**src/rtl/apb_master_arbiter.sv**
```systemverilog
// apb_master_arbiter: shares one APB master port between NUM_REQ requesters.
// Round-robin arbitration, SETUP/ACCESS sequencing, PREADY wait states, and
// a one-cycle response pulse back to the owner of each completed transfer.
// Optional feature macro: APB_TIMEOUT_EN (aborts ACCESS phases that wait
// TIMEOUT_CYCLES cycles for PREADY, answering with rsp_err=1, rsp_rdata=0).
module apb_master_arbiter #(
  parameter int NUM_REQ        = 4,
  parameter int ADDR_WIDTH     = 32,
  parameter int DATA_WIDTH     = 32,
  parameter int TIMEOUT_CYCLES = 256
) (
  input  logic                          PCLK,
  input  logic                          PRESET,
  input  logic [NUM_REQ-1:0]            req_valid,
  input  logic [NUM_REQ-1:0]            req_write,
  input  logic [NUM_REQ*ADDR_WIDTH-1:0] req_addr,
  input  logic [NUM_REQ*DATA_WIDTH-1:0] req_wdata,
  output logic [NUM_REQ-1:0]            req_ready,
  output logic [NUM_REQ-1:0]            rsp_valid,
  output logic [DATA_WIDTH-1:0]         rsp_rdata,
  output logic                          rsp_err,
  output logic                          PSEL,
  output logic                          PENABLE,
  output logic [ADDR_WIDTH-1:0]         PADDR,
  output logic                          PWRITE,
  output logic [DATA_WIDTH-1:0]         PWDATA,
  input  logic [DATA_WIDTH-1:0]         PRDATA,
  input  logic                          PREADY,
  input  logic                          PSLVERR
);

  localparam int PTR_W = $clog2(NUM_REQ);

  typedef enum logic [1:0] {ST_IDLE, ST_SETUP, ST_ACCESS} state_t;

  if (NUM_REQ < 2 || NUM_REQ > 8 || TIMEOUT_CYCLES < 2) begin : g_param_check
    $error("apb_master_arbiter: parameter out of range");
  end

  state_t                  state_q, state_d;
  logic [PTR_W-1:0]        ptr_q, ptr_d;
  logic [ADDR_WIDTH-1:0]   paddr_q, paddr_d;
  logic                    pwrite_q, pwrite_d;
  logic [DATA_WIDTH-1:0]   pwdata_q, pwdata_d;
  logic                    psel_q, psel_d;
  logic                    penable_q, penable_d;
  logic [NUM_REQ-1:0]      rsp_valid_q, rsp_valid_d;
  logic [DATA_WIDTH-1:0]   rsp_rdata_q, rsp_rdata_d;
  logic                    rsp_err_q, rsp_err_d;

  logic [ADDR_WIDTH-1:0]   addr_arr  [NUM_REQ];
  logic [DATA_WIDTH-1:0]   wdata_arr [NUM_REQ];
  logic [PTR_W-1:0]        cand;
  logic [PTR_W-1:0]        win_idx;
  logic                    win_found;
  logic                    grant_opp;
  logic                    grant_en;
  logic                    tmo_hit;

  // Unpack per-requester payloads and decode the one-hot accept strobe.
  for (genvar gi = 0; gi < NUM_REQ; gi++) begin : g_req
    assign addr_arr[gi]  = req_addr[gi*ADDR_WIDTH +: ADDR_WIDTH];
    assign wdata_arr[gi] = req_wdata[gi*DATA_WIDTH +: DATA_WIDTH];
    assign req_ready[gi] = grant_en && (win_idx == PTR_W'(gi));
  end

  // Round-robin search starting just after the last owner.
  always_comb begin
    win_found = 1'b0;
    win_idx   = '0;
    cand      = '0;
    for (int k = 1; k <= NUM_REQ; k++) begin
      cand = PTR_W'((int'(ptr_q) + k) % NUM_REQ);
      if (!win_found && req_valid[cand]) begin
        win_found = 1'b1;
        win_idx   = cand;
      end
    end
  end

  // A grant may be issued when idle or when the current ACCESS completes.
  assign grant_opp = (state_q == ST_IDLE) || ((state_q == ST_ACCESS) && PREADY);
  assign grant_en  = grant_opp && win_found && !PRESET;

`ifdef APB_TIMEOUT_EN
  localparam int TMO_W = $clog2(TIMEOUT_CYCLES);
  logic [TMO_W-1:0] tmo_cnt_q, tmo_cnt_d;

  assign tmo_hit = (state_q == ST_ACCESS) && !PREADY &&
                   (tmo_cnt_q == TMO_W'(TIMEOUT_CYCLES - 1));

  // Count stalled ACCESS cycles; any other state restarts from zero.
  always_comb begin
    tmo_cnt_d = '0;
    if ((state_q == ST_ACCESS) && !PREADY && !tmo_hit) begin
      tmo_cnt_d = tmo_cnt_q + 1'b1;
    end
  end
`else
  assign tmo_hit = 1'b0;
`endif

  // Next-state and registered-output computation for the transfer sequencer.
  always_comb begin
    state_d     = state_q;
    ptr_d       = ptr_q;
    paddr_d     = paddr_q;
    pwrite_d    = pwrite_q;
    pwdata_d    = pwdata_q;
    psel_d      = psel_q;
    penable_d   = penable_q;
    rsp_valid_d = '0;
    rsp_rdata_d = rsp_rdata_q;
    rsp_err_d   = rsp_err_q;
    case (state_q)
      ST_IDLE: begin
        psel_d    = 1'b0;
        penable_d = 1'b0;
      end
      ST_SETUP: begin
        state_d   = ST_ACCESS;
        psel_d    = 1'b1;
        penable_d = 1'b1;
      end
      ST_ACCESS: begin
        if (PREADY) begin
          rsp_valid_d[ptr_q] = 1'b1;
          rsp_rdata_d        = PRDATA;
          rsp_err_d          = PSLVERR;
          state_d            = ST_IDLE;
          psel_d             = 1'b0;
          penable_d          = 1'b0;
        end else if (tmo_hit) begin
          rsp_valid_d[ptr_q] = 1'b1;
          rsp_rdata_d        = '0;
          rsp_err_d          = 1'b1;
          state_d            = ST_IDLE;
          psel_d             = 1'b0;
          penable_d          = 1'b0;
        end
      end
      default: begin
        state_d   = ST_IDLE;
        psel_d    = 1'b0;
        penable_d = 1'b0;
      end
    endcase
    // A grant overrides the idle return, giving back-to-back SETUP phases.
    if (grant_en) begin
      state_d   = ST_SETUP;
      psel_d    = 1'b1;
      penable_d = 1'b0;
      ptr_d     = win_idx;
      paddr_d   = addr_arr[win_idx];
      pwrite_d  = req_write[win_idx];
      pwdata_d  = wdata_arr[win_idx];
    end
  end

  // State and output registers with synchronous reset.
  always_ff @(posedge PCLK) begin
    if (PRESET) begin
      state_q     <= ST_IDLE;
      ptr_q       <= PTR_W'(NUM_REQ - 1);
      paddr_q     <= '0;
      pwrite_q    <= 1'b0;
      pwdata_q    <= '0;
      psel_q      <= 1'b0;
      penable_q   <= 1'b0;
      rsp_valid_q <= '0;
      rsp_rdata_q <= '0;
      rsp_err_q   <= 1'b0;
`ifdef APB_TIMEOUT_EN
      tmo_cnt_q   <= '0;
`endif
    end else begin
      state_q     <= state_d;
      ptr_q       <= ptr_d;
      paddr_q     <= paddr_d;
      pwrite_q    <= pwrite_d;
      pwdata_q    <= pwdata_d;
      psel_q      <= psel_d;
      penable_q   <= penable_d;
      rsp_valid_q <= rsp_valid_d;
      rsp_rdata_q <= rsp_rdata_d;
      rsp_err_q   <= rsp_err_d;
`ifdef APB_TIMEOUT_EN
      tmo_cnt_q   <= tmo_cnt_d;
`endif
    end
  end

  assign PSEL      = psel_q;
  assign PENABLE   = penable_q;
  assign PADDR     = paddr_q;
  assign PWRITE    = pwrite_q;
  assign PWDATA    = pwdata_q;
  assign rsp_valid = rsp_valid_q;
  assign rsp_rdata = rsp_rdata_q;
  assign rsp_err   = rsp_err_q;

endmodule

```
**config.mk**
```make
export PLATFORM = sky130hd
export DESIGN_NAME = apb_master_arbiter
export DESIGN_NICKNAME = d
export VERILOG_FILES = /design/src/rtl/apb_master_arbiter.sv
export SDC_FILE = /design/constraint.sdc
export NUM_CORES = 1
export LEC_CHECK = 0
export CAP_MARGIN = 0
export CORE_MARGIN = 8
export CORE_UTILIZATION = 30
export DETAILED_ROUTE_END_ITERATION = 16
export PLACE_DENSITY_LB_ADDON = 0.15
export SLEW_MARGIN = 25
export SYNTH_ARGS = -nofsm -noshare
export SYNTH_HDL_FRONTEND = slang
export SYNTH_SLANG_ARGS = --single-unit
export TNS_END_PERCENT = 20
```
**constraint.sdc**
```tcl
create_clock -name PCLK -period 8.5 [get_ports PCLK]
set_input_delay 1.275 -clock PCLK [delete_from_list [all_inputs] [get_ports PCLK]]
set_output_delay 1.275 -clock PCLK [all_outputs]
set_load 0.02 [all_outputs]
```
======== Word-level counts from Yosys, hierarchy flattened ========
Index checks and enable logic that the tools add are counted.
W data, S select, Z words.
storage, ports and cells
  flip-flop bits (word level) ............. 108
  input bits .............................. 300
  word-level logic and storage cells ...... 90
cells by class
  $add $sub $neg .......................... 4
  magnitude comparators ................... 8
  equality and inequality tests ........... 8
  mux-type cells .......................... 32
  bitwise operators ....................... 4
  reductions and logical operators ........ 23
operators by type and width
  cell                   number
  $bmux W32 S2           2
  $mux W32               4
  $lt A2 B3 Y1 const B   6
  $mux W1                13
  $logic_and A1 B1 Y1    11
  $bmux W1 S2            5
  $mux W2                5
  $eq A2 B2 Y1 const B   3
  $pmux W2 S3            1
  $reduce_and A2 Y1      3
  $add A2 B1 Y2 const B  2
  $add A2 B2 Y2 const B  2
  $eq A2 B1 Y1 const B   2
  $logic_not A1 Y1       4
  $logic_not A2 Y1       2
  $ne A2 B2 Y1 const B   2
  $ge A3 B3 Y1 const B   1
  $ne A3 B3 Y1 const B   1
  $not A1 Y1             3
  $not A2 Y3             1
  $reduce_or A3 Y1       1
  $demux W1 S2           1
  $ge A2 B1 Y1 const B   1
  $pmux W1 S2            1
  2 further kinds        2

======== Logic depth before layout (Yosys ltp) ========
Gate-level depths: netlist of the first run.
  depth in word-level cells ............... 17
  mapped depth ............................ 13
  mapped depth without buffers ............ 8

======== Least setup slack after synthesis of the first run ========
No wires, ideal clock.
  path kind ............................... input-to-output
  start ................................... in req_valid[0]
  end ..................................... out req_ready[0]
  data arrival time ....................... 3.155 ns
  data required time ...................... 7.225 ns
  slack ................................... 4.070 ns
  stages .................................. 8
  path buffers ............................ 3
  path through ............................ buf_2 > mux4_2 > nor2b_1 > a221oi_4 > buf_4 > nand2_1 > buf_2 > nor2_1
between the ends
  longest elaborated chain between the ends .. 15
  elaborated cells between the ends (all ways) .. 26
  those cells by class .................... 16 x mux; 10 x reduce/logical
RTL lines
  what                              line  source
  start: declaration                14    input logic [NUM_REQ-1:0] req_valid,
  $bmux W1 S2                       74    if (!win_found && req_valid[cand]) begin
  $mux W1 (not written as such)     74
  $mux W1                           74
  $logic_not A1 Y1                  74
  $logic_and A1 B1 Y1               74
  $mux W1                           74
  $logic_not A1 Y1                  74
  $logic_and A1 B1 Y1               74
  $mux W1                           74
  $logic_not A1 Y1                  74
  $logic_and A1 B1 Y1               74
  $mux W1                           74
  $logic_and A1 B1 Y1 (2 in a row)  83    assign grant_en = grant_opp && win_found && !PRESET;
  $logic_and A1 B1 Y1 *             64    assign req_ready[gi] = grant_en && (win_idx == PTR_W'(gi));
  end: declaration                  18    output logic [NUM_REQ-1:0] req_ready,
Every way passes the cells marked *; elsewhere a longest branch is shown, timed or not. The select of a mux whose other input is x is not followed.

======== Worst setup path after layout of the first run ========
  start ................................... in req_valid[3]
  end ..................................... out req_ready[0]
Same word-level chain as after synthesis.

==> key figures, run 1 <==
Critical path
  – Largest stage delay, worst path: 740 ps
  – Worst EP required: 7220 ps
  – Reg-to-reg setup timing slack: 3460 ps
  – Critical path class: primary input to output port
  – Critical Path Start Type: primary input
  – CP top delay family: buffers and inverters
  – Critical path peak fanout: 61
  – Critical path's slowest cell: clkinv_2
  – CP endpoint kind: output port
  – Crit path cell chain: clkdlybuf4s50_1, nor2_1, a211oi_2, buf_4, nand2b_1, clkinv_2, nand2_1, buf_4, nor2_1, clkdlybuf4s50_1
  – CP bufs+invs: 5
  – WP data arrival: 4880 ps

Clock tree
  – Resize count post-CTS: 0
  – Post-CTS setup buffer count: 0
  – H-tree depth: 3
  – Hold-fix buffers, CTS: 0
  – Root Driver: clkbuf_16
  – Worst-path clk slew: 90 ps
  – CTS Buf Count: 9
  – Clk sink count: 108
  – TritonCTS clock tree: yes
  – Worst skew pair latency: 350 ps
  – CTS max path bufs: 2

Synth
  – Post-synth top area share: 35.48%
  – Post-Syn Instances: 681
  – Yosys top cell by area: dfxtp_1
  – Synthesized flop and latch total: 108
  – Post-synth top cells: dfxtp_1 (108), mux2i_1 (86), nand2_1 (84)
  – Post-synth EDFFs: 0
  – Netlist cell types: 49
  – Synth top area cells: dfxtp_1 (35%), mux2i_1 (14%), nand3_1 (6.3%)
  – Mapped Avg Cell Area: 8.948 sq um
  – Yosys warnings: 0
  – Top_reg_cell synth: dfxtp_1
  – Asr flop ratio synth: 0%
  – Synthesized net count: 985
  – Synth Cell Area: 6093 sq um
  – Post-synthesis sequential area ratio: 35.48%
  – Most frequent cell after synthesis: dfxtp_1

STA
  – Final hold violation count: 0
  – Tmin final: 6153 ps
  – Fmax: 0.1625 GHz
  – Setup violations, final: 0
  – Slew margin rel.: 38.21%
  – Slew @ Worst Pin: 923.4 ps
  – Setup TNS: 0 ps
  – RSZ-0062 raised after global routing: false
  – Period utilization: 72.38%
  – Clock Skew: 7.772 ps
  – Count of pins over their slew limit: 0

Pwr
  – Peak supply drop: 0.09176 mV
  – Pleak: 3.899 nW
  – Tot Pwr: 2.174 mW
  – PD cells: 205.7 nW/um^2

Run
  – Maxcap violations: 0

Layout
  – N_diodes: 0
  – Final core occ: 52.58%
  – # nets final: 1346
  – P&R area growth vs syn: 73.47%
  – Layout cells sized above 1: 7.259%

Route
  – Initial DRC count: 305
  – Wirelength, routed: 26860 microns
  – Antenna Nets Post-Route: 0
  – Routed vias: 6648
  – Vias per cell: 5.048
  – Residual DRC: 0
  – First-pass DRT Iterations: 5
  – Drt wl/cell: 20.39 microns

Floorplanning
  – Die Y: 158.5 microns
  – Core Area: 20100 sq um
  – Initial Utilization: 30.31%
  – I/O pins: 408
  – Die X: 158.5 microns
  – Die Area: 25130 sq um
  – # rows: 52

GRT
  – Largest net degree at the start of global routing: 62
  – Initial antenna violation count: 0
  – Vias in the first global route: 6630
  – Global route total overflow: 0
  – GRT Total Usage: 20.11%
  – First-pass GRT wire length: 38760 microns

Placed design
  – Detailed Place HPWL: 20470 microns
  – GP Congestion: 0.8533
  – IO buf count: 407

Status
  – Status: finished, final reports clean

Worst hold path
  – Hold Path Class: flip-flop to flip-flop
==> worst reg2reg max path, stage by stage, from the launching register on <==
cell and delay, ps:
dfxtp_1 860, inv_1 500, ha_1 550, inv_1 90, a221oi_2 260, a21oi_1 160
a21oi_4 410, buf_4 680, buf_4 690, mux2_2 440, a221o_1 290
==> sequential cells by signal, indices dropped and copies added, names as in the netlist <==
signal and flops:
PENABLE 1, rsp_rdata 32, PWDATA 32, PSEL 1, PWRITE 1, state_q 2
rsp_valid 4, PADDR 32, rsp_err 1, ptr_q 2
==> stage by stage <==
stage	worst slack (ps)	cells	hold WS, ps	instance area (sq um)
floorplan	4070	681	534.5	6093
global placement	2437	1301	441.3	10260
detailed placement	2326	1301	445.5	10260
CTS	2311	1317	458.8	10570
global route	2071	1317	480.4	10570
finish	2347	1317	456.5	10570
==> metal layers <==
layer	wire length [microns]	track usage (%)
met4	668	7.319
met2	13130	34.12
met3	2510	6.298
met1	10550	23.41
met5	0	0
==> cells in the final DEF (no fill, tap or decap), types with 3 or more instances in the layout <==
cell and instances:
clkdlybuf4s50_1 406, dfxtp_1 108, mux2i_1 86, nand2_1 84, nand3_1 77, a21oi_1 35, nor2_1 31, a221o_1 29
mux2_2 25, a32oi_1 20, buf_4 12, o211ai_1 11, o211ai_2 10, o22ai_1 9, o21a_1 9, clkbuf_16 9
o221ai_1 8, a211oi_1 8, o21ai_1 8, nor3b_1 5, inv_1 4, nor2b_1 4, a21o_1 4, ha_1 4
mux2_1 3, a211o_1 3, inv_8 3
==> power by group <==
group	internal [mW]	leakage, nW	switching, mW
logic	0.523	2.86	0.542
registers	0.603	0.887	0.0626
clock network	0.213	0.151	0.231
total	1.34	3.90	0.836
==> final timing paths <==
path	startpoint	endpoint	cells after the start
min reg2reg	rsp_rdata[16]$_SDFFE_PP0P_	rsp_rdata[16]$_SDFFE_PP0P_	2
max	req_valid[3]	req_ready[0]	10
max reg2reg	ptr_q[0]$_SDFFE_PP1P_	PWDATA[20]$_SDFFE_PP0P_	10
min	rsp_rdata[16]$_SDFFE_PP0P_	rsp_rdata[16]$_SDFFE_PP0P_	2
==> logic make-up after synthesis <==
group                    share of synthesized area [%]
AO/OA/AOI/OAI                                    21.66
buffers and inverters                            6.057
multiplexers                                     20.29
AND/OR/NAND/NOR                                  15.69
flip-flops                                       35.48
adder cells (fa/ha/maj)                         0.8214
==> final cells by class <==
type | count | area, sq um
Sequential cell | 108 | 2162
Inverter | 5 | 20.02
Multi-Input combinational cell | 499 | 3582
Clock inverter | 7 | 83.83
Clock buffer | 9 | 225.2
Timing Repair Buffer | 419 | 4159
Tap cell | 270 | 337.8
Fill cell | 1898 | 9534
Note: power is estimated with default switching activity, not from simulation.
==> run 2, diff against run 1 <==
==> constraint.sdc (replaced) <==
create_clock -name PCLK -period 4.9 [get_ports PCLK]
set_input_delay 0.735 -clock PCLK [delete_from_list [all_inputs] [get_ports PCLK]]
set_output_delay 0.735 -clock PCLK [all_outputs]
set_load 0.02 [all_outputs]
==> run 2 against run 1 <==
Compared with the run above:
- utilization grew 0.30 points
- routed wire length stayed put
- die area did not move
- design area up 0.57%
- largest cell class unchanged
- largest power group unchanged
- highest routed layer unchanged
==> key figures, run 2 (synthesis results as in run 1) <==
Floorplanning
  – Die Area: 25130 sq um (unchanged)
  – Die Y: 158.5 microns (unchanged)
  – Die X: 158.5 microns (unchanged)
  – Core Area: 20100 sq um (unchanged)
  – Initial Utilization: 30.31% (unchanged)
  – I/O pins: 408 (unchanged)
  – # rows: 52 (unchanged)

Clock tree
  – TritonCTS clock tree: yes (unchanged)
  – CTS Buf Count: 9 (unchanged)
  – CTS max path bufs: 2 (unchanged)
  – Root Driver: clkbuf_16 (unchanged)
  – Clk sink count: 108 (unchanged)
  – Worst skew pair latency: 360 ps (was 350 ps)
  – Worst-path clk slew: 80 ps (was 90 ps)
  – Hold-fix buffers, CTS: 0 (unchanged)
  – H-tree depth: 3 (unchanged)
  – Resize count post-CTS: 0 (unchanged)
  – Post-CTS setup buffer count: 0 (unchanged)

Pwr
  – Tot Pwr: 3.805 mW (was 2.174 mW)
  – Pleak: 3.926 nW (was 3.899 nW)
  – Peak supply drop: 0.2553 mV (was 0.09176 mV)
  – PD cells: 358.0 nW/um^2 (was 205.7 nW/um^2)

Layout
  – Final instance area: 10630 sq um (was 10570 sq um)
  – # nets final: 1350 (was 1346)
  – Layout cells sized above 1: 7.707% (was 7.259%)
  – Final std cells w/o fill: 1323 (was 1317)
  – Most frequent cells in the layout: clkdlybuf4s50_1 (406), dfxtp_1 (108), mux2i_1 (86) (unchanged)
  – P&R area growth vs syn: 74.46% (was 73.47%)
  – Commonest non-fill, non-tap cell in the layout: clkdlybuf4s50_1 (unchanged)

GRT
  – Vias in the first global route: 6696 (was 6630)
  – GRT Total Usage: 20.17% (was 20.11%)
  – Global route total overflow: 0 (unchanged)
  – Largest net degree at the start of global routing: 98 (was 62)
  – Initial antenna violation count: 1 (was 0)
  – First-pass GRT wire length: 39120 microns (was 38760 microns)

STA
  – Setup slack after layout: 693.1 ps (was 2347 ps)
  – Period utilization: 85.86%
  – Final hold violation count: 0 (unchanged)
  – Fmax: 0.2377 GHz
  – Setup TNS: 0 ps (unchanged)
  – Setup violations, final: 0 (unchanged)
  – Tmin final: 4207 ps
  – Clock Skew: 9.276 ps (was 7.772 ps)
  – Slew @ Worst Pin: 811.8 ps (was 923.4 ps)
  – Slew margin rel.: 45.88% (was 38.21%)
  – Count of pins over their slew limit: 0 (unchanged)
  – RSZ-0062 raised after global routing: false (unchanged)

Critical path
  – Critical Path Start Type: flip-flop (was primary input)
  – Critical path class: flip-flop to output port (was primary input to output port)
  – WP data arrival: 3470 ps (was 4880 ps)
  – CP endpoint kind: output port (unchanged)
  – Worst Setup SP: ptr_q[0]$_SDFFE_PP1P_ (was req_valid[3])
  – Critical path peak fanout: 19 (was 61)
  – Worst EP required: 4160 ps (was 7220 ps)
  – Reg2reg start: ptr_q[0]$_SDFFE_PP1P_ (unchanged)

Route
  – Antenna Nets Post-Route: 0 (unchanged)
  – Residual DRC: 0 (unchanged)
  – Vias per cell: 5.082 (was 5.048)
  – Post-Route M1 WL: 10620 microns (was 10550 microns)
  – Routed vias: 6724 (was 6648)
  – DR top layer: met4 (unchanged)
  – Wirelength, routed: 26860 microns (unchanged)
  – DR WL met2: 13280 microns (was 13130 microns)
  – Initial DRC count: 279 (was 305)
  – First-pass DRT Iterations: 4 (was 5)
  – Drt wl/cell: 20.30 microns (was 20.39 microns)
  – DR WL met3: 2435 microns (was 2510 microns)

Run
  – Maxcap violations: 0 (unchanged)

Placed design
  – Area after DPL: 10300 sq um (was 10260 sq um)
  – Detailed Place HPWL: 20420 microns (was 20470 microns)
  – Dpl cells: 1305 (was 1301)
  – Dpl ws: 734.1 ps (was 2326 ps)
  – IO buf count: 407 (unchanged)
  – GP Congestion: 0.8505 (was 0.8533)

Status
  – Status: finished, final reports clean (unchanged)

Worst hold path
  – Hold Path Class: flip-flop to flip-flop (unchanged)
  – Hold path startpoint: rsp_rdata[21]$_SDFFE_PP0P_ (was rsp_rdata[16]$_SDFFE_PP0P_)
[run 2: layout make-up]
type	instances	area [sq um]
Antenna cell	2	5.005
Clock buffer	9	225.2
Clock inverter	7	96.34
Fill cell	1867	9474
Inverter	5	18.77
Multi-Input combinational cell	499	3583
Sequential cell	108	2162
Tap cell	270	337.8
Timing Repair Buffer	423	4202
[run 2: worst paths after layout]
path,end,slack (ps),cells after the start
hold reg to reg,rsp_rdata[21]$_SDFFE_PP0P_,460,2
setup reg to reg,PADDR[22]$_SDFFE_PP0P_,1180,11
hold / removal,rsp_rdata[21]$_SDFFE_PP0P_,460,2
setup / recovery,req_ready[1],690,9
[run 2: worst max-delay path, stage by stage (launching register included)]
cell and delay [ps]:
dfxtp_1 310, buf_4 240, inv_1 290, ha_1 500, mux2i_1 300, nor2b_1 300
a221o_1 220, nand2_1 160, nor2_1 140, clkdlybuf4s50_1 630
[run 2: metrics by stage]
stage	util, %	hold WS (ps)
CTS	52.85	458.6
global route	52.86	478.8
finish	52.88	456.2
global placement	51.24	441.0
detailed placement	51.25	445.9
floorplan	-	534.5
[run 2: report_power, final]
group	switching [mW]	internal, mW	leakage (nW)	total (mW)
Clock	0.415	0.376	0.156	0.790
Combinational	0.955	0.920	2.88	1.87
Sequential	0.0950	1.05	0.887	1.14
Total	1.46	2.34	3.93	3.81
[run 2: metal layers]
metal / track usage (%) / vias up
met3: 6.650 / 26
met5: 0 / -
met1: 22.81 / 3149
met4: 7.229 / 0
met2: 34.85 / 271
li1: - / 3278
==> run 3, diff against run 2 <==
==> constraint.sdc (replaced) <==
create_clock -name PCLK -period 5 [get_ports PCLK]
set_input_delay 0.75 -clock PCLK [delete_from_list [all_inputs] [get_ports PCLK]]
set_output_delay 0.75 -clock PCLK [all_outputs]
set_load 0.02 [all_outputs]
==> run 3 against run 2 <==
Compared with the run above:
- global-route usage about the same
- via count decreased by 0.36%
- clock power fell by 5.9%
- sequential cell count did not move
- design area hardly changed
- critical path depth is 1 lower
- non-clock buffer count rose by 1
- first-iteration DRC count is 21% higher
- die area stayed put
==> key figures, run 3 (synthesis results as in run 1) <==
Clock tree
  – Resize count post-CTS: 0 (unchanged)
  – Worst skew pair latency: 360 ps (about the same)
  – CTS max path bufs: 2 (unchanged)
  – Worst-path clk slew: 90 ps (was 80 ps)
  – TritonCTS clock tree: yes (unchanged)
  – Post-CTS setup buffer count: 0 (unchanged)
  – Root Driver: clkbuf_16 (unchanged)
  – H-tree depth: 3 (unchanged)
  – Hold-fix buffers, CTS: 0 (unchanged)
  – Clk sink count: 108 (unchanged)
  – CTS Buf Count: 9 (unchanged)

STA
  – Slew margin rel.: 46.89% (was 45.88%)
  – Hold WS: 455.9 ps (was 456.2 ps)
  – Fmax: 0.2328 GHz
  – Count of pins over their slew limit: 0 (unchanged)
  – Setup TNS: 0 ps (unchanged)
  – RSZ-0062 raised after global routing: false (unchanged)
  – Setup slack after layout: 704.7 ps (was 693.1 ps)
  – Tmin final: 4295 ps
  – Setup violations, final: 0 (unchanged)
  – Final hold violation count: 0 (unchanged)
  – Period utilization: 85.91%
  – Clock Skew: 12.45 ps (was 9.276 ps)
  – Slew @ Worst Pin: 795.6 ps (was 811.8 ps)

Critical path
  – Largest stage delay, worst path: 840 ps (was 630 ps)
  – CP endpoint kind: output port (unchanged)
  – Critical path class: flip-flop to output port (unchanged)
  – Crit path cell chain: inv_1, ha_1, mux4_2, nor2b_1, a221oi_4, nand2_1, nor2_1, clkdlybuf4s50_1 (was buf_4, inv_1, ha_1, mux2i_1, nor2b_1, a221o_1, nand2_1, nor2_1, clkdlybuf4s50_1)
  – Critical path's slowest cell: dfxtp_1 (was clkdlybuf4s50_1)
  – CP top delay family: flip-flops (was buffers and inverters)
  – CP bufs+invs: 2 (was 3)
  – Worst EP required: 4250 ps (was 4160 ps)
  – WP data arrival: 3550 ps (was 3470 ps)
  – Critical path peak fanout: 19 (unchanged)
  – Critical Path Start Type: flip-flop (unchanged)

Status
  – Status: finished, final reports clean (unchanged)

Pwr
  – Pleak: 3.927 nW (was 3.926 nW)
  – Peak supply drop: 0.2881 mV (was 0.2553 mV)
  – PD cells: 347.9 nW/um^2 (was 358.0 nW/um^2)
  – Tot Pwr: 3.697 mW (was 3.805 mW)

Route
  – Wirelength, routed: 26760 microns (was 26860 microns)
  – Initial DRC count: 337 (was 279)
  – Antenna Nets Post-Route: 0 (unchanged)
  – Vias per cell: 5.060 (was 5.082)
  – Drt wl/cell: 20.21 microns (was 20.30 microns)
  – Residual DRC: 0 (unchanged)
  – First-pass DRT Iterations: 5 (was 4)
  – Routed vias: 6700 (was 6724)

Layout
  – Commonest non-fill, non-tap cell in the layout: clkdlybuf4s50_1 (unchanged)
  – P&R area growth vs syn: 74.39% (was 74.46%)
  – Most frequent cells in the layout: clkdlybuf4s50_1 (406), dfxtp_1 (108), mux2i_1 (86) (unchanged)
  – Multi-input logic area: 3582 sq um (was 3583 sq um)
  – Fillcell total: 1882 (was 1867)
  – Final core occ: 52.86% (was 52.88%)
  – # nets final: 1351 (was 1350)
  – FF+latch area: 2162 sq um (unchanged)
  – Layout cells sized above 1: 7.700% (was 7.707%)

GRT
  – Initial antenna violation count: 1 (unchanged)
  – First-pass GRT wire length: 38970 microns (was 39120 microns)
  – Global route total overflow: 0 (unchanged)
  – GRT Total Usage: 20.16% (was 20.17%)
  – Largest net degree at the start of global routing: 98 (unchanged)
  – Vias in the first global route: 6719 (was 6696)

Floorplanning
  – I/O pins: 408 (unchanged)
  – Die Y: 158.5 microns (unchanged)
  – Die X: 158.5 microns (unchanged)
  – # rows: 52 (unchanged)
  – Core Area: 20100 sq um (unchanged)
  – Die Area: 25130 sq um (unchanged)
  – Initial Utilization: 30.31% (unchanged)

Placed design
  – IO buf count: 407 (unchanged)
  – Detailed Place HPWL: 20740 microns (was 20420 microns)
  – Dpl ws: 799.2 ps (was 734.1 ps)
  – GP Congestion: 0.8291 (was 0.8505)

Run
  – Maxcap violations: 0 (unchanged)

Worst hold path
  – Hold Path Class: flip-flop to flip-flop (unchanged)
-- run 3: stage by stage --
step,instance area [sq um],instances
after floorplan,6093,681
after global placement,10310,1306
after detailed placement,10310,1306
after CTS,10620,1322
after global routing,10620,1323
final,10630,1324
-- run 3: layer usage --
metal / share of wire, % / global-route usage, % / vias up
met4: 2.4 / 7.319 / 0
li1: - / - / 3272
met1: 39 / 22.81 / 3129
met3: 9.9 / 6.922 / 29
met2: 49 / 34.55 / 270
met5: 0 / 0 / -
-- run 3: tightest hold or removal path: stages (launching register included) --
cell     delay (ps)
dfxtp_1         320
nand2_1          50
a21oi_1          50
-- run 3: cell type report --
| type | instances | share of cell area [%] |
|---|---|---|
| Antenna cell | 2 | 0.04710 |
| Inverter | 5 | 0.1766 |
| Tap cell | 270 | 3.179 |
| Clock inverter | 7 | 0.8124 |
| Sequential cell | 108 | 20.35 |
| Multi-Input combinational cell | 499 | 33.71 |
| Timing Repair Buffer | 424 | 39.61 |
| Clock buffer | 9 | 2.119 |
-- run 3: worst paths after layout --
| kind | startpoint | endpoint | slack [ps] | cells after the start |
|---|---|---|---|---|
| hold / removal | rsp_rdata[24]$_SDFFE_PP0P_ | rsp_rdata[24]$_SDFFE_PP0P_ | 460 | 2 |
| setup reg to reg | ptr_q[0]$_SDFFE_PP1P_ | PWDATA[11]$_SDFFE_PP0P_ | 1420 | 9 |
| hold reg to reg | rsp_rdata[24]$_SDFFE_PP0P_ | rsp_rdata[24]$_SDFFE_PP0P_ | 460 | 2 |
| setup / recovery | ptr_q[0]$_SDFFE_PP1P_ | req_ready[0] | 700 | 8 |
-- run 3: power breakdown --
part           switching [mW]  total (mW)  internal (mW)
registers               0.106        1.13           1.02
logic                   0.922        1.82          0.903
clock network           0.383       0.743          0.360
